<file path="src/rtl/maple_frame_receiver.sv">
// Maple frame receiver: parses the header, checks the XOR checksum and queues payload bytes.
// Define MAPLE_ADDR_FILTER_EN to drop frames whose recipient differs from MY_ADDR.
module maple_frame_receiver #(
    parameter int         FIFO_DEPTH = 16,
    parameter int         FIFO_AW    = 4,
    parameter logic [7:0] MY_ADDR    = 8'h00
) (
    input  logic       clk,
    input  logic       reset,
    input  logic       frame_active,
    input  logic [7:0] byte_data,
    input  logic       byte_valid,
    output logic [7:0] out_data,
    output logic       out_valid,
    input  logic       out_ready,
    output logic [7:0] hdr_cmd,
    output logic [7:0] hdr_dest,
    output logic [7:0] hdr_src,
    output logic [7:0] hdr_len,
    output logic       frame_done,
    output logic       frame_ok,
    output logic       chk_err,
    output logic       len_err,
    output logic       ovf_err
);
`ifdef MAPLE_ADDR_FILTER_EN
    localparam bit FILTER_EN = 1'b1;
`else
    localparam bit FILTER_EN = 1'b0;
`endif
    localparam logic [FIFO_AW:0] DEPTH = FIFO_DEPTH[FIFO_AW:0];

    typedef enum logic [2:0] {IDLE, HEADER, PAYLOAD, CHECKSUM, WAIT_END, DONE} state_t;

    state_t          state, state_nxt;
    logic            prev_active, start;
    logic [1:0]      idx, idx_nxt;
    logic [7:0]      lrc, lrc_nxt;
    logic [9:0]      remaining, remaining_nxt;
    logic [3:0][7:0] shadow, shadow_nxt;
    logic            chk_bad, chk_bad_nxt, len_bad, len_bad_nxt, ovf_bad, ovf_bad_nxt;
    logic            miss, miss_nxt, push_req;

    logic [7:0]         mem [FIFO_DEPTH];
    logic [FIFO_AW-1:0] wr_ptr, rd_ptr, rd_ptr_nxt;
    logic [FIFO_AW:0]   count;
    logic               full, pop, push_ok;

    assign start      = frame_active & ~prev_active;
    assign out_valid  = (count != '0);
    assign full       = (count == DEPTH);
    assign pop        = out_valid & out_ready;
    assign push_ok    = push_req & (~full | pop);
    assign rd_ptr_nxt = pop ? rd_ptr + FIFO_AW'(1) : rd_ptr;

    always_comb begin
        state_nxt     = state;
        idx_nxt       = idx;
        lrc_nxt       = lrc;
        remaining_nxt = remaining;
        shadow_nxt    = shadow;
        chk_bad_nxt   = chk_bad;
        len_bad_nxt   = len_bad;
        ovf_bad_nxt   = ovf_bad;
        miss_nxt      = miss;
        push_req      = 1'b0;
        case (state)
            IDLE, DONE: begin
                state_nxt = IDLE;
                if (start) begin
                    state_nxt     = HEADER;
                    idx_nxt       = '0;
                    lrc_nxt       = '0;
                    remaining_nxt = '0;
                    shadow_nxt    = '0;
                    chk_bad_nxt   = 1'b0;
                    len_bad_nxt   = 1'b0;
                    ovf_bad_nxt   = 1'b0;
                    miss_nxt      = 1'b0;
                end
            end
            HEADER: if (byte_valid) begin
                shadow_nxt[idx] = byte_data;
                lrc_nxt         = lrc ^ byte_data;
                idx_nxt         = idx + 2'd1;
                if (FILTER_EN && idx == 2'd1 && byte_data != MY_ADDR)
                    miss_nxt = 1'b1;
                if (idx == 2'd3) begin
                    remaining_nxt = {byte_data, 2'b00};
                    state_nxt     = (byte_data == 8'h00) ? CHECKSUM : PAYLOAD;
                end
            end
            PAYLOAD: if (byte_valid) begin
                lrc_nxt       = lrc ^ byte_data;
                remaining_nxt = remaining - 10'd1;
                if (!miss) begin
                    push_req = 1'b1;
                    if (full && !pop)
                        ovf_bad_nxt = 1'b1;
                end
                if (remaining == 10'd1)
                    state_nxt = CHECKSUM;
            end
            CHECKSUM: if (byte_valid) begin
                chk_bad_nxt = (byte_data != lrc);
                state_nxt   = WAIT_END;
            end
            WAIT_END: begin
                if (byte_valid)
                    len_bad_nxt = 1'b1;
                if (!frame_active)
                    state_nxt = DONE;
            end
            default: state_nxt = IDLE;
        endcase
        // A byte coinciding with the enable fall is absorbed above before the early-end override.
        if (!frame_active && (state == HEADER || state == PAYLOAD || state == CHECKSUM)) begin
            len_bad_nxt = 1'b1;
            state_nxt   = DONE;
        end
    end

    always_ff @(posedge clk or negedge reset) begin
        if (!reset) begin
            state       <= IDLE;
            prev_active <= 1'b0;
            idx         <= '0;
            lrc         <= '0;
            remaining   <= '0;
            shadow      <= '0;
            chk_bad     <= 1'b0;
            len_bad     <= 1'b0;
            ovf_bad     <= 1'b0;
            miss        <= 1'b0;
            hdr_cmd     <= '0;
            hdr_dest    <= '0;
            hdr_src     <= '0;
            hdr_len     <= '0;
            frame_done  <= 1'b0;
            frame_ok    <= 1'b0;
            chk_err     <= 1'b0;
            len_err     <= 1'b0;
            ovf_err     <= 1'b0;
        end else begin
            state       <= state_nxt;
            prev_active <= frame_active;
            idx         <= idx_nxt;
            lrc         <= lrc_nxt;
            remaining   <= remaining_nxt;
            shadow      <= shadow_nxt;
            chk_bad     <= chk_bad_nxt;
            len_bad     <= len_bad_nxt;
            ovf_bad     <= ovf_bad_nxt;
            miss        <= miss_nxt;
            frame_done  <= 1'b0;
            frame_ok    <= 1'b0;
            chk_err     <= 1'b0;
            len_err     <= 1'b0;
            ovf_err     <= 1'b0;
            // Status is registered on entry so it lines up with the single DONE cycle.
            if (state_nxt == DONE && !miss_nxt) begin
                frame_done <= 1'b1;
                frame_ok   <= ~(chk_bad_nxt | len_bad_nxt | ovf_bad_nxt);
                chk_err    <= chk_bad_nxt;
                len_err    <= len_bad_nxt;
                ovf_err    <= ovf_bad_nxt;
                hdr_cmd    <= shadow_nxt[0];
                hdr_dest   <= shadow_nxt[1];
                hdr_src    <= shadow_nxt[2];
                hdr_len    <= shadow_nxt[3];
            end
        end
    end

    always_ff @(posedge clk or negedge reset) begin
        if (!reset) begin
            wr_ptr   <= '0;
            rd_ptr   <= '0;
            count    <= '0;
            out_data <= '0;
        end else begin
            if (push_ok)
                wr_ptr <= wr_ptr + FIFO_AW'(1);
            rd_ptr <= rd_ptr_nxt;
            case ({push_ok, pop})
                2'b10:   count <= count + (FIFO_AW+1)'(1);
                2'b01:   count <= count - (FIFO_AW+1)'(1);
                default: count <= count;
            endcase
            // Bypass the write when it lands on the new head, so a lone byte appears one clock later.
            out_data <= (push_ok && wr_ptr == rd_ptr_nxt) ? byte_data : mem[rd_ptr_nxt];
        end
    end

    always_ff @(posedge clk) begin
        if (push_ok)
            mem[wr_ptr] <= byte_data;
    end
endmodule

</file>
<file path="config.mk">
export PLATFORM = sky130hd
export DESIGN_NAME = maple_frame_receiver
export DESIGN_NICKNAME = d
export VERILOG_FILES = /design/src/rtl/maple_frame_receiver.sv
export SDC_FILE = /design/constraint.sdc
export NUM_CORES = 1
export LEC_CHECK = 0
export CORE_UTILIZATION = 55
export CTS_CLUSTER_SIZE = 30
export DETAILED_ROUTE_END_ITERATION = 10
export DONT_BUFFER_PORTS = 1
export HOLD_SLACK_MARGIN = 0.02
export PLACE_DENSITY = 0.8
export SETUP_SLACK_MARGIN = 0.3
export SLEW_MARGIN = 0
export SYNTH_ARGS = -nofsm -noshare
export SYNTH_HDL_FRONTEND = slang
export SYNTH_SLANG_ARGS = --single-unit
export TNS_END_PERCENT = 50
</file>
<file path="constraint.sdc">
create_clock -name clk -period 3.57 [get_ports clk]
set_input_delay 1.071 -clock clk [delete_from_list [all_inputs] [get_ports clk]]
set_output_delay 1.071 -clock clk [all_outputs]
set_load 0.02 [all_outputs]
</file>
==> results.yml <==
setup_path:
  reg2reg_to: "out_data[7]"
  crit_arrival_ns: 1.97
  critical_path_required_ns: 2.50
  r2r_cells: 7
  cp-start-kind: "flop"
  cp_slowest_stage_delay_ns: 0.57
  r2r-start: "rd_ptr[0]"
  slowest_stage: "nor4_4"
  end_kind: "output port"
  crit_chain: "nor4_4 > buf_4 > nand2_1"
  cp_max_fo: 7
  r2r_setup_slack_ns: 0.55
  critPathKind: "reg2out"
worst_hold_path:
  min_path_type: "in2async"
sta:
  finalCritPeriodShare_pct: 85.0
  rsz0062_at_grt: "no"
  fin_ws_ns: 0.534
  setup_violations: 0
  tightest_slew_ns: 1.19
  max_freq_mhz: 329
  slew-limit-headroom_pct: 19.8
  finalCriticalPeriod_ns: 3.04
  fin_skew_ns: 0.0104
  drv_slew: 0
  finalHoldViolations: 0
  tns_ns: 0
  timing.hold.ws_ns: 0.249
synth:
  synth_seq_cells: 246
  ys_top_cells_by_area: "edfxtp_1, dfrtp_1, mux4_2"
  syn_area_per_cell_um2: 14.2
  syn_area_um2: 11700
  synth_fp_nets: 851
  synthArstFlopShare_pct: 48.0
  synthCells: 822
  netlist.area_leader.share_pct: 32.8
  synth-seq-area-share_pct: 58.1
  synth_edf_count: 128
  synth.distinct_cells: 63
  yosysTopAreaCell: "edfxtp_1"
  ys_warn_count: 0
  ys_dominant_reg_cell: "edfxtp_1"
clock_tree:
  clock_tree.buffer_depth: 3
  cts_sinks: 246
  cts_buffers: 25
  htreeDepth: 1
  cts_tree: "done"
  cts.clk_slew.worst_paths_ns: 0.06
  root_buffer: "clkbuf_16"
  cts_hold_buffers: 0
  clk_latency_ns: 0.52
power_and_ir_drop:
  sw_frac_of_total_pct: 36.4
  p_int_mw: 7.14
  power_frac_clock_pct: 24.1
  seq_power_share_pct: 36.6
  share_comb_of_total_power_pct: 39.3
  total_power_mw: 11.2
  switchingPower_mw: 4.09
  p_leak_nw: 5.00
  power_density_nw_per_um2: 868
  ir_drop_mv: 0.446
floorplan:
  die_x_um: 148
  ios: 59
  die_area_um2: 21900
  dieHeight_um: 148
  initial_core_util_pct: 55.9
  num_rows: 53
  core_um2: 21000
status:
  status: "completed"
final_layout:
  design_area_um2: 12900
  fillers: 1514
  drive_gt1_share_pct: 19.7
  nNetsFinal: 857
  final_cells: 1121
  area_growth_pct: 10.5
  num_antenna_cells: 0
  multi_input_area_um2: 4570
  register_area_um2: 6800
  final_util_pct: 61.7
routing:
  drt_pass1_iterations: 5
  vias_per_cell: 6.62
  wire_per_inst_um: 24.0
  ant_nets: 0
  drc: 0
  via_count: 7423
  wirelength_mm: 26.9
  drt_iter0_markers: 716
placement:
  io_buffers: 0
  gp_congestion: 0.961
  hpwl_mm: 16.9
  dpl_cell_area_um2: 12100
  pre_cts_slack_ns: 0.578
  place_inst: 1076
flow_run:
  cap_violations: 0
global_route:
  grt_util_all_layers_pct: 24.9
  grt_overflow: 0
  grt_max_degree: 119
  antenna_found_initial: 0
  grt_pass1_vias: 7185
  grt_pass1_wl_mm: 41.3
## registers in the layout, summed over array words and instances (netlist names), 2 cells and up
signal and count:
rd_ptr 4, mem 128, hdr_cmd 8, idx 2, remaining 10, hdr_len 8, hdr_src 8, out_data 8
shadow 32, state 3, lrc 8, hdr_dest 8, count 5, wr_ptr 4
## Yosys cell counts, drive strengths merged (2+ instances only)
cell	count
a31oi	3
nor3	26
nand2	42
and3	2
ha	15
a32o	5
edfxtp	128
mux4	64
nand3	8
a22o	36
a211o	8
o32ai	8
nor2	33
xnor2	18
o21ai	63
inv	20
dfrtp	118
a32oi	2
and2	3
or2	2
xor2	4
o22ai	17
nor2b	6
mux2	42
clkbuf	33
o2bb2ai	8
nand2b	7
nand4	4
buf	25
a21o	10
a22oi	5
nand3b	2
and3b	2
o221ai	8
nor4	8
a21oi	10
nor3b	10
## worst max-delay path by stage
stage | start | end | slack [ns] | depth (start not counted)
after floorplan | byte_valid | count[4] | 0.53 | 12
after global routing | rd_ptr[0] | out_data[7] | 0.38 | 7
after CTS | count[1] | out_valid | 0.31 | 3
after global placement | byte_valid | count[4] | 0.63 | 12
after detailed placement | byte_valid | count[4] | 0.58 | 12
final | count[1] | out_valid | 0.53 | 3
## metal layers
layer	part of all wire, %	global-route usage (%)	wire length, um	vias up
li1	-	-	-	3227
met1	42	36.3	11300	3771
met2	46	38.0	12400	364
met3	8.7	4.97	2330	61
met4	3.0	7.63	809	0
met5	0	0	0	-
## final cells by class
class                   count  share of cell area [%]
well taps                 275                    2.66
flip-flops and latches    246                    52.6
clock buffers              33                    5.54
clock inverters            12                    1.11
inverters                  21                   0.610
repair buffers             37                    2.15
multi-input cells         497                    35.3
## critical path, delay by kind of cell, from the launching register on
kind                   cells  cell delay [ns]
buffers and inverters      1             0.26
flip-flops                 1             0.45
AND/OR/NAND/NOR            2             0.74
## cell usage in the layout (no fill, tap or decap), types with 4 or more instances in the layout
cell type | Yosys | final
xnor2_1 | 18 | 18
o21ai_0 | 55 | 55
nor2b_1 | 6 | 6
mux2_1 | 32 | 32
a22oi_1 | 5 | 5
nor2_1 | 33 | 33
a211o_1 | 8 | 8
nor3b_1 | 10 | 10
inv_1 | 18 | 18
mux2_4 | 9 | 9
o221ai_1 | 8 | 8
buf_4 | 2 | 37
o32ai_1 | 8 | 8
nand2b_1 | 7 | 7
nand3_1 | 8 | 8
clkbuf_8 | 0 | 6
a21o_1 | 10 | 10
ha_1 | 15 | 15
a32o_1 | 5 | 5
nor4_1 | 6 | 6
o2bb2ai_1 | 8 | 8
nand4_1 | 4 | 4
clkinv_2 | 0 | 4
dfrtp_1 | 118 | 116
o21ai_1 | 7 | 7
mux4_2 | 64 | 64
xor2_1 | 4 | 4
clkbuf_16 | 0 | 25
edfxtp_1 | 128 | 128
a22o_1 | 36 | 36
a21oi_1 | 10 | 10
o22ai_1 | 17 | 17
nor3_1 | 26 | 25
nand2_1 | 42 | 42
## kinds of logic after synthesis
group	Yosys count	synth area share (%)
multiplexers	106	16.6
buffers and inverters	79	3.04
AO/OA/AOI/OAI	193	11.8
XOR/XNOR	22	1.65
adder cells (fa/ha/maj)	17	1.86
flip-flops	246	58.1
AND/OR/NAND/NOR	159	6.95
## repair_timing
item	in CTS	in global routing
setup endpoints to repair	0	1
setup buffers	0	0
resized for setup	0	1
## power by group through the flow
| stage | clock network [mW] | registers, mW | logic [mW] |
|---|---|---|---|
| after floorplan | 0 | 3.98 | 3.51 |
| after global placement | 0 | 4.13 | 4.22 |
| after detailed placement | 0 | 4.15 | 4.31 |
| after CTS | 2.73 | 4.10 | 4.36 |
| after global routing | 2.82 | 4.16 | 4.72 |
| final | 2.70 | 4.11 | 4.42 |
(Power assumes the default switching activity.)
